### src/rtl/hummingbird_core_p.sv
// Hummingbird accumulator core.
// Each instruction is two memory words: an opcode word and an operand word.
// Both are fetched over a simple req/ack memory port, and the instruction
// then executes. Memory instructions do one extra transaction while they execute.
// Any number of wait states is allowed on every transaction.

module hummingbird_core_p #(
   parameter int DATA_W = 8,
   parameter int ADDR_W = 12
) (
   input  logic              clk,
   input  logic              rst,
   output logic              mem_req,
   output logic              mem_we,
   output logic [ADDR_W-1:0] mem_addr,
   output logic [DATA_W-1:0] mem_wdata,
   input  logic [DATA_W-1:0] mem_rdata,
   input  logic              mem_ack,
   output logic [ADDR_W-1:0] pc_out,
   output logic [DATA_W-1:0] a_out,
   output logic [1:0]        flags_out,
   output logic [2:0]        state_out,
   output logic              hlt_out
);

   typedef enum logic [2:0] {
      ST_F0   = 3'd0,
      ST_F1   = 3'd1,
      ST_EX   = 3'd2,
      ST_HALT = 3'd3
   } state_t;

   state_t            r_state;
   state_t            w_nextState;
   logic [ADDR_W-1:0] r_pc;
   logic [DATA_W-1:0] r_acc;
   logic              r_carry;
   logic              r_zero;
   logic [DATA_W-1:0] r_ir0;
   logic [DATA_W-1:0] r_ir1;

   logic [3:0]        w_opcode;
   logic [ADDR_W-1:0] w_ea;
   logic              w_isMemOp;
   logic              w_ackd;
   logic              w_exDone;
   logic [DATA_W:0]   w_sum;
   logic [DATA_W:0]   w_diff;
   logic [DATA_W-1:0] w_result;
   logic              w_carryOut;
   logic              w_writeAcc;
   logic              w_updCarry;

   assign w_opcode  = r_ir0[DATA_W-1 -: 4];
   assign w_isMemOp = (w_opcode >= 4'h2) && (w_opcode <= 4'h8);
   assign w_ackd    = mem_req & mem_ack;
   assign w_exDone  = (r_state == ST_EX) && (!w_isMemOp || w_ackd);

   // The effective address takes its high bits from the low bits of the
   // opcode word. When the address is no wider than a data word, the
   // operand word alone is the effective address.
   generate
      if (ADDR_W == DATA_W) begin : g_eaNarrow
         assign w_ea = r_ir1;
      end else begin : g_eaWide
         assign w_ea = {r_ir0[ADDR_W-DATA_W-1:0], r_ir1};
      end
   endgenerate

   assign pc_out    = r_pc;
   assign a_out     = r_acc;
   assign flags_out = {r_carry, r_zero};
   assign state_out = r_state;
   assign hlt_out   = (r_state == ST_HALT);

   // Memory request decode: fetches read at pc, and memory ops use ea while
   // they execute. Every field comes from registers, so it stays stable until
   // the ack. The request is suppressed while reset is high.
   always_comb begin
      mem_req   = 1'b0;
      mem_we    = 1'b0;
      mem_addr  = r_pc;
      mem_wdata = r_acc;
      case (r_state)
         ST_F0, ST_F1: mem_req = 1'b1;
         ST_EX: begin
            if (w_isMemOp) begin
               mem_req  = 1'b1;
               mem_addr = w_ea;
               mem_we   = (w_opcode == 4'h3);
            end
         end
         default: ;
      endcase
      if (rst) begin
         mem_req = 1'b0;
         mem_we  = 1'b0;
      end
   end

   // ALU: add and subtract are done one bit wider than the data word.
   // The extra bit is the carry for add and the borrow (A < M) for subtract.
   always_comb begin
      w_sum      = {1'b0, r_acc} + {1'b0, mem_rdata};
      w_diff     = {1'b0, r_acc} - {1'b0, mem_rdata};
      w_result   = r_acc;
      w_carryOut = r_carry;
      w_writeAcc = 1'b0;
      w_updCarry = 1'b0;
      case (w_opcode)
         4'h1: begin w_result = r_ir1;               w_writeAcc = 1'b1; end
         4'h2: begin w_result = mem_rdata;           w_writeAcc = 1'b1; end
         4'h4: begin
            w_result   = w_sum[DATA_W-1:0];
            w_carryOut = w_sum[DATA_W];
            w_writeAcc = 1'b1;
            w_updCarry = 1'b1;
         end
         4'h5: begin
            w_result   = w_diff[DATA_W-1:0];
            w_carryOut = w_diff[DATA_W];
            w_writeAcc = 1'b1;
            w_updCarry = 1'b1;
         end
         4'h6: begin w_result = r_acc & mem_rdata;   w_writeAcc = 1'b1; end
         4'h7: begin w_result = r_acc | mem_rdata;   w_writeAcc = 1'b1; end
         4'h8: begin w_result = r_acc ^ mem_rdata;   w_writeAcc = 1'b1; end
         4'h9: begin
            w_sum      = {1'b0, r_acc} + {1'b0, r_ir1};
            w_result   = w_sum[DATA_W-1:0];
            w_carryOut = w_sum[DATA_W];
            w_writeAcc = 1'b1;
            w_updCarry = 1'b1;
         end
         default: ;
      endcase
   end

   // Next-state logic: a fetch or memory operation leaves its state only in
   // its ack cycle. Other instructions leave execute after one cycle.
   always_comb begin
      w_nextState = r_state;
      case (r_state)
         ST_F0: if (w_ackd) w_nextState = ST_F1;
         ST_F1: if (w_ackd) w_nextState = ST_EX;
         ST_EX: begin
            if (w_exDone) begin
               w_nextState = (w_opcode == 4'hF) ? ST_HALT : ST_F0;
            end
         end
         ST_HALT: w_nextState = ST_HALT;
         default: w_nextState = ST_F0;
      endcase
   end

   // State register. Reset wins over everything, including an unacked
   // transaction.
   always_ff @(posedge clk) begin
      if (rst) begin
         r_state <= ST_F0;
      end else begin
         r_state <= w_nextState;
      end
   end

   // Datapath: latch the fetched words, advance pc, and retire the executed
   // instruction. Jumps test the flags as they stood before execute. A taken
   // jump replaces the pc value that was already advanced past the operand.
   always_ff @(posedge clk) begin
      if (rst) begin
         r_pc    <= '0;
         r_acc   <= '0;
         r_carry <= 1'b0;
         r_zero  <= 1'b0;
         r_ir0   <= '0;
         r_ir1   <= '0;
      end else begin
         case (r_state)
            ST_F0: begin
               if (w_ackd) begin
                  r_ir0 <= mem_rdata;
                  r_pc  <= r_pc + ADDR_W'(1);
               end
            end
            ST_F1: begin
               if (w_ackd) begin
                  r_ir1 <= mem_rdata;
                  r_pc  <= r_pc + ADDR_W'(1);
               end
            end
            ST_EX: begin
               if (w_exDone) begin
                  if (w_writeAcc) begin
                     r_acc  <= w_result;
                     r_zero <= (w_result == '0);
                  end
                  if (w_updCarry) begin
                     r_carry <= w_carryOut;
                  end
                  case (w_opcode)
                     4'hA: r_pc <= w_ea;
                     4'hB: if (r_zero)  r_pc <= w_ea;
                     4'hC: if (r_carry) r_pc <= w_ea;
                     default: ;
                  endcase
               end
            end
            default: ;
         endcase
      end
   end

endmodule

### config.mk
export PLATFORM = sky130hd
export DESIGN_NAME = hummingbird_core_p
export DESIGN_NICKNAME = d
export VERILOG_FILES = /design/src/rtl/hummingbird_core_p.sv
export SDC_FILE = /design/constraint.sdc
export NUM_CORES = 1
export LEC_CHECK = 0
export ABC_AREA = 1
export CAP_MARGIN = 15
export CORE_MARGIN = 4
export CORE_UTILIZATION = 30
export DETAILED_ROUTE_END_ITERATION = 8
export MAX_ROUTING_LAYER = met4
export PLACE_DENSITY_LB_ADDON = 0.12
export SLEW_MARGIN = 5
export SYNTH_ARGS = -nofsm -noshare
export SYNTH_HDL_FRONTEND = slang
export SYNTH_SLANG_ARGS = --single-unit
export TNS_END_PERCENT = 100
### constraint.sdc
create_clock -name clk -period 2.52 [get_ports clk]
set_input_delay 0.756 -clock clk [delete_from_list [all_inputs] [get_ports clk]]
set_output_delay 0.756 -clock clk [all_outputs]
set_load 0.01 [all_outputs]
## After elaboration in Yosys (flattened, before gate mapping)

Cells that the tools add are included.

| word-level totals | value |
|---|---|
| bits in registers | 41 |
| input bits | 11 |
| output and inout bits | 48 |
| logic and storage cells | 80 |

| cells by class | value |
|---|---|
| add/subtract/negate cells | 4 |
| magnitude comparators | 2 |
| equality and inequality tests | 23 |
| mux-type cells | 23 |
| bitwise gates (word level) | 4 |
| reduce and logical (&&, ||, !) cells | 17 |

Operator list:

| operator | count |
|---|---|
| two-way mux 12 bit | 6 |
| case mux 8 bit (8 select lines) | 1 |
| case mux 12 bit (3 select lines) | 1 |
| == test 4 bit, second input constant | 6 |
| case mux 12 bit (2 select lines) | 1 |
| adder 8 x 8 -> 9 bit | 2 |
| == test 4 x 3 -> 1 bit, second input constant | 4 |
| adder 12 x 1 -> 12 bit, second input constant | 1 |
| case mux 3 bit (4 select lines) | 1 |
| two-way mux 3 bit | 3 |
| subtractor 8 x 8 -> 9 bit | 1 |
| AND 8 bit | 1 |
| == test 4 x 2 -> 1 bit, second input constant | 2 |
| logical NOT 8 bit | 1 |
| OR 8 bit | 1 |
| OR reduction 8 bit | 1 |
| XOR 8 bit | 1 |
| two-way mux 1 bit | 7 |
| == test 3 x 2 -> 1 bit, second input constant | 2 |
| inequality test 2 bit, second input constant | 3 |
| inequality test 3 bit, second input constant | 2 |
| AND reduction 3 bit | 2 |
| AND reduction 6 bit | 1 |
| == test 4 x 1 -> 1 bit, second input constant | 1 |
| 19 further kinds | 21 |

## Longest topological paths before layout

Gate-level depths: netlist of run 1.

| depth | value |
|---|---|
| depth in word-level cells | 10 |
| mapped depth | 15 |
| mapped depth without buffers | 15 |

## Least setup slack after synthesis of run 1

No wires, ideal clock.

| timing path | value |
|---|---|
| kind | input to register |
| from | input mem_rdata[0] |
| to | register r_zero |
| library setup time | 0.070 ns |
| arrival time | 2.304 ns |
| data required time | 2.450 ns |
| path slack | 0.146 ns |
| stages | 13 |
| buffers on the path | 0 |
| path through | ha_1 -> inv_1 -> fa_1 -> nand2_1 -> nand2_1 -> nand2_1 -> o21ai_0 -> or2_2 -> nand3_1 -> nand2_1 -> nor2_1 -> nand4_1 -> a21oi_1 |

| on the way | value |
|---|---|
| word-level cells in the longest chain between the ends | 3 |
| elaborated cells between the ends (all ways) | 7 |
| those cells by class | add/sub: 2; mux: 1; bitwise: 3; reduce/logical: 1 |

Ends and longest elaborated chain:

| element | line | text |
|---|---|---|
| from (decl) | 17 | `input logic [DATA_W-1:0] mem_rdata,` |
| subtractor 8 x 8 -> 9 bit (tied with other cells) | 105 | `w_diff = {1'b0, r_acc} - {1'b0, mem_rdata};` |
| case mux 8 bit (8 select lines) * | 110 | `case (w_opcode)` |
| logical NOT 8 bit * | 195 | `r_zero <= (w_result == '0);` |
| to (signal assigned) | 195 |  |
| to (decl) | 38 | `logic r_zero;` |

Mark *: on every way between the ends. The rest lies on a longest branch, timed or not.
A chain may end at the register's enable or synchronous reset.

## Final worst setup path of run 1

| timing path | value |
|---|---|
| from | register r_ir0[5] |
| to | output mem_addr[1] |

| on the way | value |
|---|---|
| word-level cells in the longest chain between the ends | 4 |
| elaborated cells between the ends (all ways) | 5 |
| those cells by class | order compare: 2; mux: 2; reduce/logical: 1 |

Ends and longest elaborated chain:

| element | line | text |
|---|---|---|
| from (decl) | 39 | `logic [DATA_W-1:0] r_ir0;` |
| from (signal assigned) | 181 | `r_ir0 <= mem_rdata;` |
| greater-or-equal comparator 4 x 2 -> 1 bit / less-or-equal comparator 4 bit (equally long branches) | 55 | `assign w_isMemOp = (w_opcode >= 4'h2) && (w_opcode <= 4'h8);` |
| logical AND 1 bit * | 55 |  |
| two-way mux 12 bit * | 87 | `if (w_isMemOp) begin` |
| two-way mux 12 bit * | 84 | `case (r_state)` |
| to (decl) | 15 | `output logic [ADDR_W-1:0] mem_addr,` |

Marked as above.

==> results of run 1 <==
[sequential cells by signal, summed over array words and instances (netlist names)]
register and flops:
r_carry 1, r_ir0 8, r_zero 1, r_ir1 8
pc_out 12, a_out 8, state_out 2
[final timing paths]
kind                 start          end  slack [ps]  cells past startpoint
setup / recovery  r_ir0[5]  mem_addr[1]          90                      7
hold / removal    r_ir0[1]     r_ir0[1]         480                      2
setup reg to reg  a_out[0]       r_zero         230                     14
hold reg to reg   r_ir0[1]     r_ir0[1]         480                      2
[cells by family after synthesis]
kind of cell    share of synthesized area [%]
compound gates                           17.3
fa+ha+maj                                12.6
flops                                    20.8
simple gates                             35.8
buf+inv                                  12.2
xor+xnor                                 1.14
other cells                            0.0974
[metal layers]
layer	vias to the layer above	track usage, %
li1	2303	-
met1	2078	28.0
met2	107	31.7
met3	15	3.17
met4	0	5.18
met5	-	-
[critical path, cell delays in order, from the launching register on]
cell and delay (ps):
dfxtp_1 320, inv_2 70, nand2_1 100, o21ai_4 250, buf_4 150, inv_2 50, o22ai_1 180, clkdlybuf4s15_1 260
[layout make-up]
| type | instances | area share (%) |
|---|---|---|
| Multi-Input combinational cell | 491 | 50.5 |
| Timing Repair Buffer | 134 | 21.5 |
| Sequential cell | 40 | 15.0 |
| Inverter | 82 | 5.77 |
| Tap cell | 172 | 4.04 |
| Clock buffer | 5 | 2.35 |
| Clock inverter | 3 | 0.798 |
[Yosys cell counts]
cell      count
a211oi_1      3
a21o_1        1
a21oi_1      55
a31o_2        1
a41oi_1       1
buf_2         6
buf_4        13
clkbuf_1      9
conb_1        1
dfxtp_1      40
fa_1          3
ha_1         34
inv_1        74
inv_2         8
nand2_1     164
nand2_2       3
nand2_4       1
nand3_1      58
nand3_2       1
nand3_4       1
nand3b_1      3
nand4_1       7
nor2_1       71
nor2_2        1
nor2b_1       1
nor3_1        8
nor4_1        1
o211ai_1      1
o21ai_0      44
o21ai_1       8
o21ai_4       1
o21bai_1      1
o22ai_1       6
o31ai_1       2
or2_2         4
xnor2_1       3
xor2_1        2
[metrics by stage]
| stage | total power, mW | utilization (%) |
|---|---|---|
| final | 2.05 | 42.4 |
| after global routing | 2.17 | 42.4 |
| after CTS | 2.06 | 41.9 |
| after detailed placement | 1.29 | 40.0 |
| after global placement | 1.29 | 40.0 |
| after floorplan | 1.01 | - |
[power breakdown]
part | total, mW | internal (mW) | switching, mW
clock | 0.760 | 0.466 | 0.294
combinational | 0.591 | 0.254 | 0.337
sequential | 0.698 | 0.664 | 0.0345
[repair_timing]
item | in CTS | in global routing
pin swaps | 6 | 11
setup buffers | 3 | 2
cloned | 0 | 0
resized for setup | 29 | 50
endpoints found under the setup margin | 20 | 18
hold buffers | 0 | 0
==> metrics.txt, run 1 <==
fin crit share=between 90% and 100%; vias post-DR=4,503; largest net degree at the start of global routing=31; final net count=802; Placed Area=0.00503 mm2; worst clock skew=roughly 7.4 ps; clk sinks=40; Crit Path Category=flop to primary output; Slew Viols, Final=0; post-placement cell count=914; RSZ-0062 raised after global routing=yes; Final Non-Filler Cells=927; Peak Freq=412 MHz; worst path required time=1760 ps; routability cong.=approximately 0.97; fillcell total=1,352; Netlist Area Pre-Place=around 0.0038 mm2; metal1 wirelength=7.01 mm; Vias/cell=4.86; Pwr Density=384 mW/mm2; status=finished, final reports clean; Max Used Layer=met4; Setup WS pre-CTS=-595 ps; synthesized flop and latch total=40; Tmin final=2430 ps; Syn Inst Count=approximately 640; remaining antenna violation count=0; DRT Pass-1 Iters=4; remaining global-route overflow=0; cell taking the most area after synthesis=dfxtp_1; half-perimeter wire length after placement=11.5 mm; Ports=about 60; Synth Area per Inst=~6.0 um2; DR WL met3=654 um; Post-Syn Nets=689; Unique masters post-synth=37; peak fanout along the critical path=5; Slew @ Worst Pin=710 ps; drt initial violations=310; first-pass GRT wire length=22.8 mm; sequential area share after synthesis=about a fifth; Fin. Hold Viols=0; Final Cell Area=around 0.0053 mm2; Synth area leaders=dfxtp_1 (21%), nand2_1 (16%), ha_1 (11%), nand3_1 (7.5%), inv_1 (7.2%); hold slack=475 ps; setup violators final=0; CTS tree=done; Area Overhead vs Synth=38.5%; Leakage=2.54 nW; initial core utilization=30.6%; number of global-route vias before repair=4,270; fraction of layout cells with a size suffix above 1=19.2%; Setup TNS Final=0 ps; # rows=41; Final WS setup=93.7 ps; metal2 WL=6.60 mm; commonest non-fill, non-tap cells in the layout=nand2_1 (162), buf_4 (73), inv_1 (68), nor2_1 (68), nand3_1 (56); area share of the largest cell type after synthesis=20.8%; commonest non-fill, non-tap cell in the layout=nand2_1; Die Wd=121 um; Crit. End Element=primary output; DRC viols=0; routed wire length=14.4 mm; Clk Latency, worst-skew pair=approximately 300 ps; DR WL/cell=15.6 um; root buffer cell=clkbuf_16; Core Box Area=0.0126 mm2; initial antenna violation count=0; Multi-input gate area=around 0.0027 mm2; register area=802 um2; n_diodes=0; total track usage=20.5%; Worst VDD drop=0.237 mV; crit path launch type=flop; relative slew slack=52.5%; Hold Path Class=flop to flop; Port Buffers=57; CTS Buffer Depth=2; WP data arrival=1670 ps; H-tree levels=2; Die Y=121 um; Ys Warns=0; max-cap viol count=0; TritonCTS Buffers=5; Worst-path clk slew=70 ps; full die area=0.0147 mm2
Power figures use the tool's default switching activity.
==> run 2, diff against run 1 <==
--- a/config.mk
+++ b/config.mk
@@ -9,7 +9,9 @@
 export CAP_MARGIN = 15
 export CORE_MARGIN = 4
 export CORE_UTILIZATION = 30
+export CTS_BUF_LIST = sky130_fd_sc_hd__clkbuf_8 sky130_fd_sc_hd__clkbuf_16
 export DETAILED_ROUTE_END_ITERATION = 8
+export GPL_TIMING_DRIVEN = 0
 export MAX_ROUTING_LAYER = met4
 export PLACE_DENSITY_LB_ADDON = 0.12
 export SLEW_MARGIN = 5
==> run 2 against run 1 <==
Compared with the run above:
- core utilization is 2.4 points lower
- sequential power increased by 1%
- total power is 0.64% lower
==> metrics.txt, run 2 (synthesized netlist as in run 1, its figures left out) <==
remaining global-route overflow=0 (unchanged); Crit. End Element=primary output; commonest non-fill, non-tap cells in the layout=nand2_1 (160), inv_1 (68), nor2_1 (66); Leakage=2.29 nW (-10%); Worst VDD drop=0.256 mV (+8.1%); fin crit share=98.8% (+2.5 points); Sw Ratio=31.9% (-0.54 points); Clock power frac=39.4% (+2.3 points); worst hold stages=2 (unchanged); max reg flops=12 (unchanged); CP top delay family=buffers and inverters; n_diodes=0 (unchanged); # rows=41 (unchanged); Pwr Density=405 mW/mm2 (+5.4%); Final Non-Filler Cells=883 (-4.7%); Tmin final=2490 ps (+63.0 ps); reg2reg setup slack=170 ps (-60 ps); Vias/cell=5.04 (+3.7%); relative slew slack=46.2% (-6.3 points); Worst-path clk slew=70 ps (about the same); DR WL/cell=16.4 um (+5.0%); drt initial violations=376 (+21%); peak fanout along the critical path=7 (+2); worst-path cell chain=inv_2, nand2_1, nand2_1, o21ai_4, buf_4, inv_1, o22ai_1, clkdlybuf4s15_2; Min-Delay Endpoint=r_ir0[1]; fraction of layout cells with a size suffix above 1=16.7% (-2.5 points); Die Y=121 um (unchanged); crit path launch type=flop; first-pass GRT wire length=22.2 mm (-2.6%); Hold Path Class=flop to flop; full die area=0.0147 mm2 (unchanged); hold slack=484 ps (+8.81 ps); routed wire length=14.5 mm (about the same); Peak Freq=402 MHz (-2.5%); CTS tree=done; R2R depth=14 (unchanged); setup violators final=0 (unchanged); DRC viols=0 (unchanged); final net count=758 (-5.5%); post-placement cell count=870 (-4.8%); Seq pwr share=34.6% (+0.5 points); Port Buffers=57 (unchanged); slowest CP cell=dfxtp_2; remaining antenna violation count=0 (unchanged); Psw=0.650 mW (-2.3%); Comb power frac=26.0% (-2.8 points); number of global-route vias before repair=4,053 (-5.1%); Clk Latency, worst-skew pair=290 ps (about the same); min-delay src=r_ir0[1]; clk sinks=40 (unchanged); initial antenna violation count=0 (unchanged); Crit Path Category=flop to primary output; largest net degree at the start of global routing=13 (-58%); routability cong.=0.950 (-2.0%); Area Overhead vs Synth=30.5%; Ports=59 (unchanged); Core Box Area=0.0126 mm2 (unchanged); commonest non-fill, non-tap cell in the layout=nand2_1; Internal=1.39 mW (+0.16%); max incr delay on CP=370 ps (+50 ps); max-cap viol count=0 (unchanged); total track usage=19.8% (-0.67 points); root buffer cell=clkbuf_16; FF-to-FF Start=a_out[0]; most frequent CP cell=nand2_1; status=finished, final reports clean; R2R Path End=r_zero; vias post-DR=4,448 (-1.2%); WP data arrival=1730 ps (+60 ps); Slew @ Worst Pin=805 ps (+94.4 ps); WP depth=8 (+1); half-perimeter wire length after placement=11.1 mm (-4.2%); TritonCTS Buffers=5 (unchanged); CTS Buffer Depth=2 (unchanged); worst path required time=1760 ps (about the same); hold_buf cts=0 (unchanged); Slew Viols, Final=0 (unchanged); Fin. Hold Viols=0 (unchanged); RSZ-0062 raised after global routing=yes; DRT Pass-1 Iters=6 (+2); initial core utilization=30.6% (unchanged); H-tree levels=2 (unchanged); Buf+Inv Stages, Crit Path=4 (unchanged); fillcell total=1,338 (-1.0%); Die Wd=121 um (unchanged); worst clock skew=7.65 ps (+0.240 ps)
## run 2: changes by cell type in the layout (fill, tap and decap cells not counted), moves of 5 or more
cell             before  now
buf_4                73   23
clkdlybuf4s15_2       0   10
dfxtp_1              39   31
clkbuf_8              0    5
dfxtp_2               1    6
## run 2: power by group through the flow
stage          Sequential, mW  Combinational (mW)  Clock (mW)
2_1_floorplan           0.714               0.297           0
3_3_place_gp            0.717               0.497           0
3_5_place_dp            0.718               0.498           0
4_1_cts                 0.705               0.509       0.809
5_1_grt                 0.709               0.587       0.828
6_report                0.705               0.529       0.802
## run 2: layout make-up
class                   count  area (um2)  share of cell area (%)
inverters                  82         315                    6.27
well taps                 172         215                    4.28
clock inverters             1        30.0                   0.598
flip-flops and latches     40         820                    16.3
repair buffers             63         592                    11.8
clock buffers               7         153                    3.04
multi-input cells         491        2700                    53.7
plain buffers              27         200                    3.98
## run 2: per-layer routing
layer | up-vias | part of all wire [%] | track usage [%]
met4 | 0 | 1.1 | 3.57
li1 | 2221 | - | -
met5 | - | 0 | -
met1 | 2082 | 48 | 27.9
met3 | 14 | 5.2 | 2.52
met2 | 131 | 46 | 30.9
## run 2: repair_timing
item | CTS | global route
setup endpoints to repair | 23 | 17
pin swaps | 4 | 15
resized for setup | 105 | 52
buffers inserted | 4 | 2
## run 2: worst max path at each step
stage | start | end
CTS | state_out[0] | mem_we
finish | r_ir0[5] | mem_addr[6]
floorplan | mem_rdata[0] | r_zero
global route | mem_rdata[0] | r_zero
detailed placement | mem_rdata[3] | r_zero
global placement | mem_rdata[3] | r_zero
## run 2: worst min-delay path, stage by stage, from the launching register on
cell	delay (ps)
dfxtp_1	320
inv_1	70
a21oi_1	50
## run 2: metrics by stage
step / setup slack, ps / TNS (ps) / utilization (%) / cell area [um2] / total power [mW]
floorplan: 146 / 0 / - / 3850 / 1.01
global placement: -1080 / -11480 / 36.9 / 4640 / 1.21
detailed placement: -1090 / -11740 / 36.9 / 4640 / 1.22
CTS: 6.64 / 0 / 39.3 / 4930 / 2.02
global route: -55.0 / -260 / 40.0 / 5020 / 2.12
finish: 30.7 / 0 / 40.0 / 5020 / 2.04
